File: src/rtl/roll_pkg.sv
// Shared types and defaults for the rollover generator.
// Holds the FSM state type and default widths.
package roll_pkg;

  localparam int DEF_WIDTH     = 16;
  localparam int DEF_CNT_WIDTH = 8;

  typedef enum logic [1:0] {
    S_IDLE = 2'd0,
    S_RUN  = 2'd1,
    S_HOLD = 2'd2
  } roll_state_t;

endpackage

File: src/rtl/roll_over_gen_limit_shadow.sv
// limit_shadow: pending-limit register behind a valid/ready handshake.
// Ports: i_capture (store transfers), i_wrap, o_xfer, o_pend_limit, o_apply.
module limit_shadow
  import roll_pkg::*;
#(
  parameter int WIDTH = DEF_WIDTH
) (
  input  logic             i_clk,
  input  logic             i_reset,
  input  logic             i_capture,
  input  logic             i_limit_valid,
  input  logic [WIDTH-1:0] i_limit,
  input  logic             i_wrap,
  output logic             o_limit_ready,
  output logic             o_xfer,
  output logic [WIDTH-1:0] o_pend_limit,
  output logic             o_apply
);

  logic             ready_q;
  logic [WIDTH-1:0] pend_q;

  assign o_limit_ready = ready_q;
  assign o_pend_limit  = pend_q;
  assign o_xfer        = i_limit_valid & ready_q;
  // Pending holds a limit exactly when ready is low.
  assign o_apply       = i_wrap & ~ready_q;

  always_ff @(posedge i_clk) begin
    if (i_reset) begin
      ready_q <= 1'b1;
      pend_q  <= '0;
    end else if (o_apply) begin
      ready_q <= 1'b1;
    end else if (o_xfer && i_capture) begin
      pend_q  <= i_limit;
      ready_q <= 1'b0;
    end
  end

endmodule

File: src/rtl/roll_over_gen.sv
// roll_over_gen: programmable-period counter with rollover pulse.
// Ports: limit handshake in, o_count/o_roll_over/o_roll_cnt/o_running out.
module roll_over_gen
  import roll_pkg::*;
#(
  parameter int WIDTH     = DEF_WIDTH,
  parameter int CNT_WIDTH = DEF_CNT_WIDTH
) (
  input  logic                 i_clk,
  input  logic                 i_reset,
  input  logic                 i_enable,
  input  logic [WIDTH-1:0]     i_limit,
  input  logic                 i_limit_valid,
  output logic                 o_limit_ready,
  output logic                 o_roll_over,
  output logic [WIDTH-1:0]     o_count,
  output logic [CNT_WIDTH-1:0] o_roll_cnt,
  output logic                 o_running
);

  roll_state_t          state;
  logic [WIDTH-1:0]     count;
  logic [WIDTH-1:0]     act_limit;
  logic [CNT_WIDTH-1:0] roll_cnt;
  logic                 roll_q;
  logic                 run_q;

  logic             advance;
  logic             wrap;
  logic             xfer;
  logic             apply;
  logic [WIDTH-1:0] pend_limit;

  assign advance = (state == S_RUN) & i_enable;
  assign wrap    = advance & (count == act_limit);

  limit_shadow #(
    .WIDTH(WIDTH)
  ) u_shadow (
    .i_clk        (i_clk),
    .i_reset      (i_reset),
    .i_capture    (state != S_IDLE),
    .i_limit_valid(i_limit_valid),
    .i_limit      (i_limit),
    .i_wrap       (wrap),
    .o_limit_ready(o_limit_ready),
    .o_xfer       (xfer),
    .o_pend_limit (pend_limit),
    .o_apply      (apply)
  );

  always_ff @(posedge i_clk) begin
    if (i_reset) begin
      state     <= S_IDLE;
      count     <= '0;
      act_limit <= '0;
      roll_cnt  <= '0;
      roll_q    <= 1'b0;
      run_q     <= 1'b0;
    end else begin
      roll_q <= 1'b0;
      unique case (state)
        S_IDLE: begin
          if (xfer) begin
            act_limit <= i_limit;
            count     <= '0;
            state     <= i_enable ? S_RUN : S_HOLD;
            run_q     <= i_enable;
          end
        end
        S_RUN, S_HOLD: begin
          state <= i_enable ? S_RUN : S_HOLD;
          run_q <= i_enable;
          if (wrap) begin
            count    <= '0;
            roll_q   <= 1'b1;
            roll_cnt <= roll_cnt + CNT_WIDTH'(1);
            if (apply) act_limit <= pend_limit;
          end else if (advance) begin
            count <= count + WIDTH'(1);
          end
        end
        default: begin
          state <= S_IDLE;
          run_q <= 1'b0;
        end
      endcase
    end
  end

  assign o_count     = count;
  assign o_roll_over = roll_q;
  assign o_roll_cnt  = roll_cnt;
  assign o_running   = run_q;

endmodule

File: config.mk
export PLATFORM = sky130hd
export DESIGN_NAME = roll_over_gen
export DESIGN_NICKNAME = d
export VERILOG_FILES = /design/src/rtl/roll_pkg.sv /design/src/rtl/roll_over_gen_limit_shadow.sv /design/src/rtl/roll_over_gen.sv
export SDC_FILE = /design/constraint.sdc
export NUM_CORES = 1
export LEC_CHECK = 0
export ABC_AREA = 1
export ABC_CLOCK_PERIOD_IN_PS = 2400
export CAP_MARGIN = 0
export CORE_MARGIN = 2
export CORE_UTILIZATION = 40
export CTS_CLUSTER_DIAMETER = 200
export CTS_CLUSTER_SIZE = 28
export DETAILED_ROUTE_END_ITERATION = 12
export GPL_TIMING_DRIVEN = 1
export PLACE_DENSITY = 0.61
export RECOVER_POWER = 100
export SLEW_MARGIN = 20
export SYNTH_ARGS = -nofsm -noshare
export SYNTH_HDL_FRONTEND = slang
export SYNTH_SLANG_ARGS = --single-unit
File: constraint.sdc
create_clock -name i_clk -period 2.4 [get_ports i_clk]
set_input_delay 0.48 -clock i_clk [delete_from_list [all_inputs] [get_ports i_clk]]
set_output_delay 0.48 -clock i_clk [all_outputs]
set_load 0.03 [all_outputs]
After elaboration in Yosys (flattened, before gate mapping) --
Index checks and enable logic that the tools add are counted.
Operators by class: add/subtract/negate cells 2, $mul 0, divide/modulo/power cells 0, $lt $le $gt $ge 0, eq/ne operators 7, shift-type cells 0, mux-type cells 14, bitwise gates (word level) 7, reductions and logical operators 11
Operators with widths (count):
- 16-bit two-way mux | 6
- 16-bit one-hot mux with 2 select lines | 2
- 16-bit by 1-bit adder with 16-bit output, second input constant | 1
- 16-bit equality test | 1
- 8-bit by 1-bit adder with 8-bit output, second input constant | 1
- 2-bit OR reduction | 3
- 1-bit bitwise AND | 4
- 2-bit two-way mux | 2
- 2-bit by 1-bit inequality test with 1-bit output, second input constant | 2
- 2-bit one-hot mux with 2 select lines | 1
- 2-bit AND reduction | 2
- 4-bit AND reduction | 1
- 2-bit nonzero test | 2
- 3-bit by 2-bit inequality test with 1-bit output, second input constant | 1
- 1-bit NOT | 3
- 3-bit AND reduction | 1
- 2-bit by 1-bit equality test with 1-bit output, second input constant | 1
- 2-bit equality test, second input constant | 1
- 2-bit zero test | 1
- 1-bit two-way mux | 2
- 2-bit inequality test, second input constant | 1
- 1-bit one-hot mux with 2 select lines | 1
- 1-bit logical AND | 1
Storage, ports and cells: register bits after elaboration 61, latch bits 0, memory bits (writable) 0, memory bits (read-only) 0, input bits 20, memories 0

Depth between registers and ports, before layout --
depth in word-level cells 7, gate-level depth with buffers 14, gate-level depth less buffers 13

Cells and area by module --
A second synthesis with hierarchy kept.
Second synthesis, totals: cells, all modules 568, area, all modules 3425.8 µm²
By module, submodules not included:
- roll_over_gen | times used 1, cells an instance 459, area each 2715.1 µm²
- limit_shadow | times used 1, cells an instance 109, area each 710.7 µm²

Least setup slack after synthesis --
OpenSTA, ideal clock, no wires.
kind register to register, start point register state[0], end point register count[14], in the netlist o_count[14], library setup time 0.065 ns, data arrival time 1.917 ns, data required time 2.335 ns, slack 0.419 ns, stages on the path, launching flop included 11, buffers on the path 2, period minus slack after synthesis 1.981 ns, cell sequence dfxtp_1 -> inv_1 -> ha_1 -> buf_2 -> nand2_1 -> nand3_1 -> buf_2 -> nor3_1 -> nand3_1 -> xor2_1 -> nor2_1
On the way: word-level cells in the longest chain between the ends 5, elaborated cells between the ends (all ways) 12, those cells by class eq/ne: 4; mux: 2; bitwise: 2; reduce/logical: 4
RTL lines:
- start: declaration | line roll_over_gen.sv:21 | roll_state_t state;
- start signal: assignment | line roll_over_gen.sv:67 | state <= i_enable ? S_RUN : S_HOLD;
- start signal: assignment | line roll_over_gen.sv:72 | state <= i_enable ? S_RUN : S_HOLD;
- 2-bit by 1-bit equality test with 1-bit output | line roll_over_gen.sv:34, roll_over_gen.sv:62
- 1-bit bitwise AND | line roll_over_gen.sv:34 | assign advance = (state == S_RUN) & i_enable;
- 1-bit bitwise AND | line roll_over_gen.sv:35 | assign wrap = advance & (count == act_limit);
- 3-bit by 2-bit inequality test with 1-bit output (no line) or 16-bit two-way mux (tied branches)
- 3-bit AND reduction (no line) or 16-bit one-hot mux with 2 select lines (tied branches)
- end signal: assignment | line roll_over_gen.sv:80 | count <= count + WIDTH'(1);
- end: declaration | line roll_over_gen.sv:22 | logic [WIDTH-1:0] count;
Parallel ways exist; a longest one is shown, timed or not. A chain may end at the register's enable or synchronous reset.

Worst setup path in the final report --
start point register count[6], in the netlist o_count[6], end point output port o_count[6]
RTL lines:
- end: declaration | line roll_over_gen.sv:16 | output logic [WIDTH-1:0] o_count,
No word-level cell between the ends.

==> results.cfg <==
[worst_setup_path]
cp_top_family = buffers and inverters
crit_buf_inv = 1
cpMaxStageDelayCell = dlygate4sd3_1
worst-setup-path-type = reg -> out
critPathCaptureType = primary output
worstPathCellList = dlygate4sd3_1
crit_path_max_incr_delay_ns = 0.80
r2r_cells = 7
worst-path-max-fanout = 8
crit_path_start_kind = flip-flop
crit_arrival_ns = 1.67
rrSetupSlack_ns = 0.39
r2r-end = o_count[6]$_SDFFE_PP0P_
required_ns = 1.92
r2r_start = state[0]$_SDFFE_PP0P_

[global_route]
grt_usage_pct = 20.1
grt_pass1_wl_um = 14000
grt_overflow = 0
first_global_vias = 2945
antenna_found_initial = 0
grt_max_degree = 35

[final_layout]
final_nets = 557
area_growth_syn_to_layout_pct = 23.6
n_antenna_cell = 0
mostFrequentLayoutCells = nand2_1 (98), nor2_1 (85), dfxtp_1 (60), inv_1 (48), nand3_1 (39)
layout-drive-gt1-share_pct = 5.96
layout_commonest_cell = nand2_1

[yosys]
yosysWarnings = 0
yosys_register_bits = 60
netlist_instances = 485
async_reset_ff_share_pct = 0
synth_top_cell_area_share_pct = 36.6
synth.distinct_cells = 29
synth-edff-count = 0
ys_seq_area_share_pct = 36.6
synth_area_um2 = 3280
syn_area_per_cell_um2 = 6.77
yosys-top-cells-area = dfxtp_1 (37%), nand2_1 (11%), nor2_1 (9.7%)
syn-num-nets = 510
synthFlopType = dfxtp_1
yosys.area.top_type = dfxtp_1

[power_and_ir_drop]
p_leak_nw = 1.81
power_frac_comb_pct = 29.3
p_sw_share_pct = 33.3
pwr-share-clk_pct = 33.5
p_per_area_nw_per_um2 = 788
ir_drop_mv = 0.363
p_sw_mw = 1.06
cell_internal_pwr_mw = 2.13
seqPwrFrac_pct = 37.2

[die]
die-width_um = 94.6
rows = 33
die_h_um = 94.6
io_pins = 47
start_util_pct = 40.6
dieArea_um2 = 8950
coreArea_um2 = 8090

[sta]
fin_crit_sh_pct = 89.6
whs_ns = 0.448
rsz0062_at_grt = false
slew_headroom_pct = 54.6
tightest_slew_ns = 0.681
fmax_ghz = 0.465
finalSetupTns_ns = 0
finalWorstSetupSlack_ns = 0.249
finalSetupViolations = 0
drv_slew = 0
hold_viol = 0
clock_skew_ns = 0.00514
finalCriticalPeriod_ns = 2.15

[placed_design]
dp_slack_ns = 0.158
place_hpwl_um = 6140
port_buffers = 46
place.gp.congestion = 0.898

[hold_path]
holdCritStartpoint = u_shadow.o_pend_limit[0]$_SDFFE_PP0P_
hold-path-cell-count = 2
hold_end = u_shadow.o_pend_limit[0]$_SDFFE_PP0P_
hold_path.class = reg -> reg

[clocking]
cts_tree = yes
clk_pin_slew_ns = 0.07
ctsResizeCount = 0
cts_num_sinks = 60
clk_latency_ns = 0.34
cts_hold_buffers = 0
htreeDepth = 3
clk_path_buf_depth = 2
root_buffer = clkbuf_8
cts_made_buffers = 9
post_cts_buffers = 0

[route]
post_drt_wl_per_cell_um = 13.0
final_antenna_net_count = 0
via_per_inst = 4.93
drt_iter0_markers = 132
drt-pass1-iter-count = 4
vias = 3166
drc_errors = 0
routed_wl_um = 8330

[run]
cap_violations = 0

[run_status]
status = finished, final reports clean
worst min-delay path: stages, from the launching register on:
cell	delay [ns]
dfxtp_1	0.30
inv_1	0.06
a21oi_1	0.05
power by group through the flow:
stage	Sequential [mW]	Combinational, mW	Clock (mW)
floorplan	1.21	0.706	0
global placement	1.21	0.948	0
detailed placement	1.21	0.957	0
CTS	1.19	0.960	1.09
global route	1.21	1.07	1.14
finish	1.19	0.938	1.07
stage by stage:
stage	utilization, %	power, mW	instance area [um2]	cells
6_report	50.1	3.20	4060	642
3_3_place_gp	47.7	2.16	3860	626
4_1_cts	50.6	3.24	4100	642
5_1_grt	50.1	3.41	4060	642
3_5_place_dp	47.7	2.17	3860	626
2_1_floorplan	-	1.91	3280	485
how the worst max path moves through the flow:
stage               cells after the start                     from  slack [ns]                        to
global placement                       12                 i_enable        0.22  o_count[14]$_SDFFE_PP0P_
finish                                  1  o_count[6]$_SDFFE_PP0P_        0.25                o_count[6]
floorplan                              10    state[0]$_SDFFE_PP0P_        0.42  o_count[14]$_SDFFE_PP0P_
detailed placement                      9                 i_enable        0.16  o_count[14]$_SDFFE_PP0P_
global route                           12                 i_enable        0.11   o_count[1]$_SDFFE_PP0P_
CTS                                     1  o_count[6]$_SDFFE_PP0P_        0.26                o_count[6]
logic make-up after synthesis:
kind of cell               share of synthesized area, %
buffers and inverters                              9.99
adders and majority gates                          1.91
DFF                                                36.6
and+or+nand+nor                                    33.8
xor gates and xnor gates                           5.57
AOI/OAI and AO/OA                                  9.07
muxes                                              3.05
per-layer routing:
metal	global-route usage (%)	routed length (um)	vias up
met4	6.76	123	0
met1	27.5	4150	1437
li1	-	-	1646
met5	0	0	-
met2	31.5	3670	74
met3	4.15	386	9
flip-flops by register name, summed over array words and instances (netlist names):
name and flops:
o_roll_cnt 8, o_count 16, o_roll_over 1, act_limit 16, state 2, u_shadow.o_limit_ready 1
u_shadow.o_pend_limit 16
cells in the mapped netlist, types with 2 or more instances:
master,n
inv_1,48
nand2_2,3
dfxtp_1,60
nand2_1,95
clkbuf_1,10
nand4_1,13
nor2_2,5
inv_2,3
nor2_1,85
xor2_1,12
and2_1,3
buf_6,5
nor3_1,10
nand3_1,39
ha_1,5
mux2i_1,10
buf_2,6
nor4_1,2
o21ai_0,25
xnor2_1,7
a21oi_1,31
area by class of cell:
| class | count | area (um2) |
|---|---|---|
| Sequential cell | 60 | 1200 |
| Clock inverter | 3 | 67.6 |
| Timing Repair Buffer | 58 | 561 |
| Inverter | 52 | 196 |
| Fill cell | 858 | 4040 |
| Tap cell | 105 | 131 |
| Clock buffer | 13 | 169 |
| Multi-Input combinational cell | 351 | 1730 |
(Power assumes the default switching activity.)
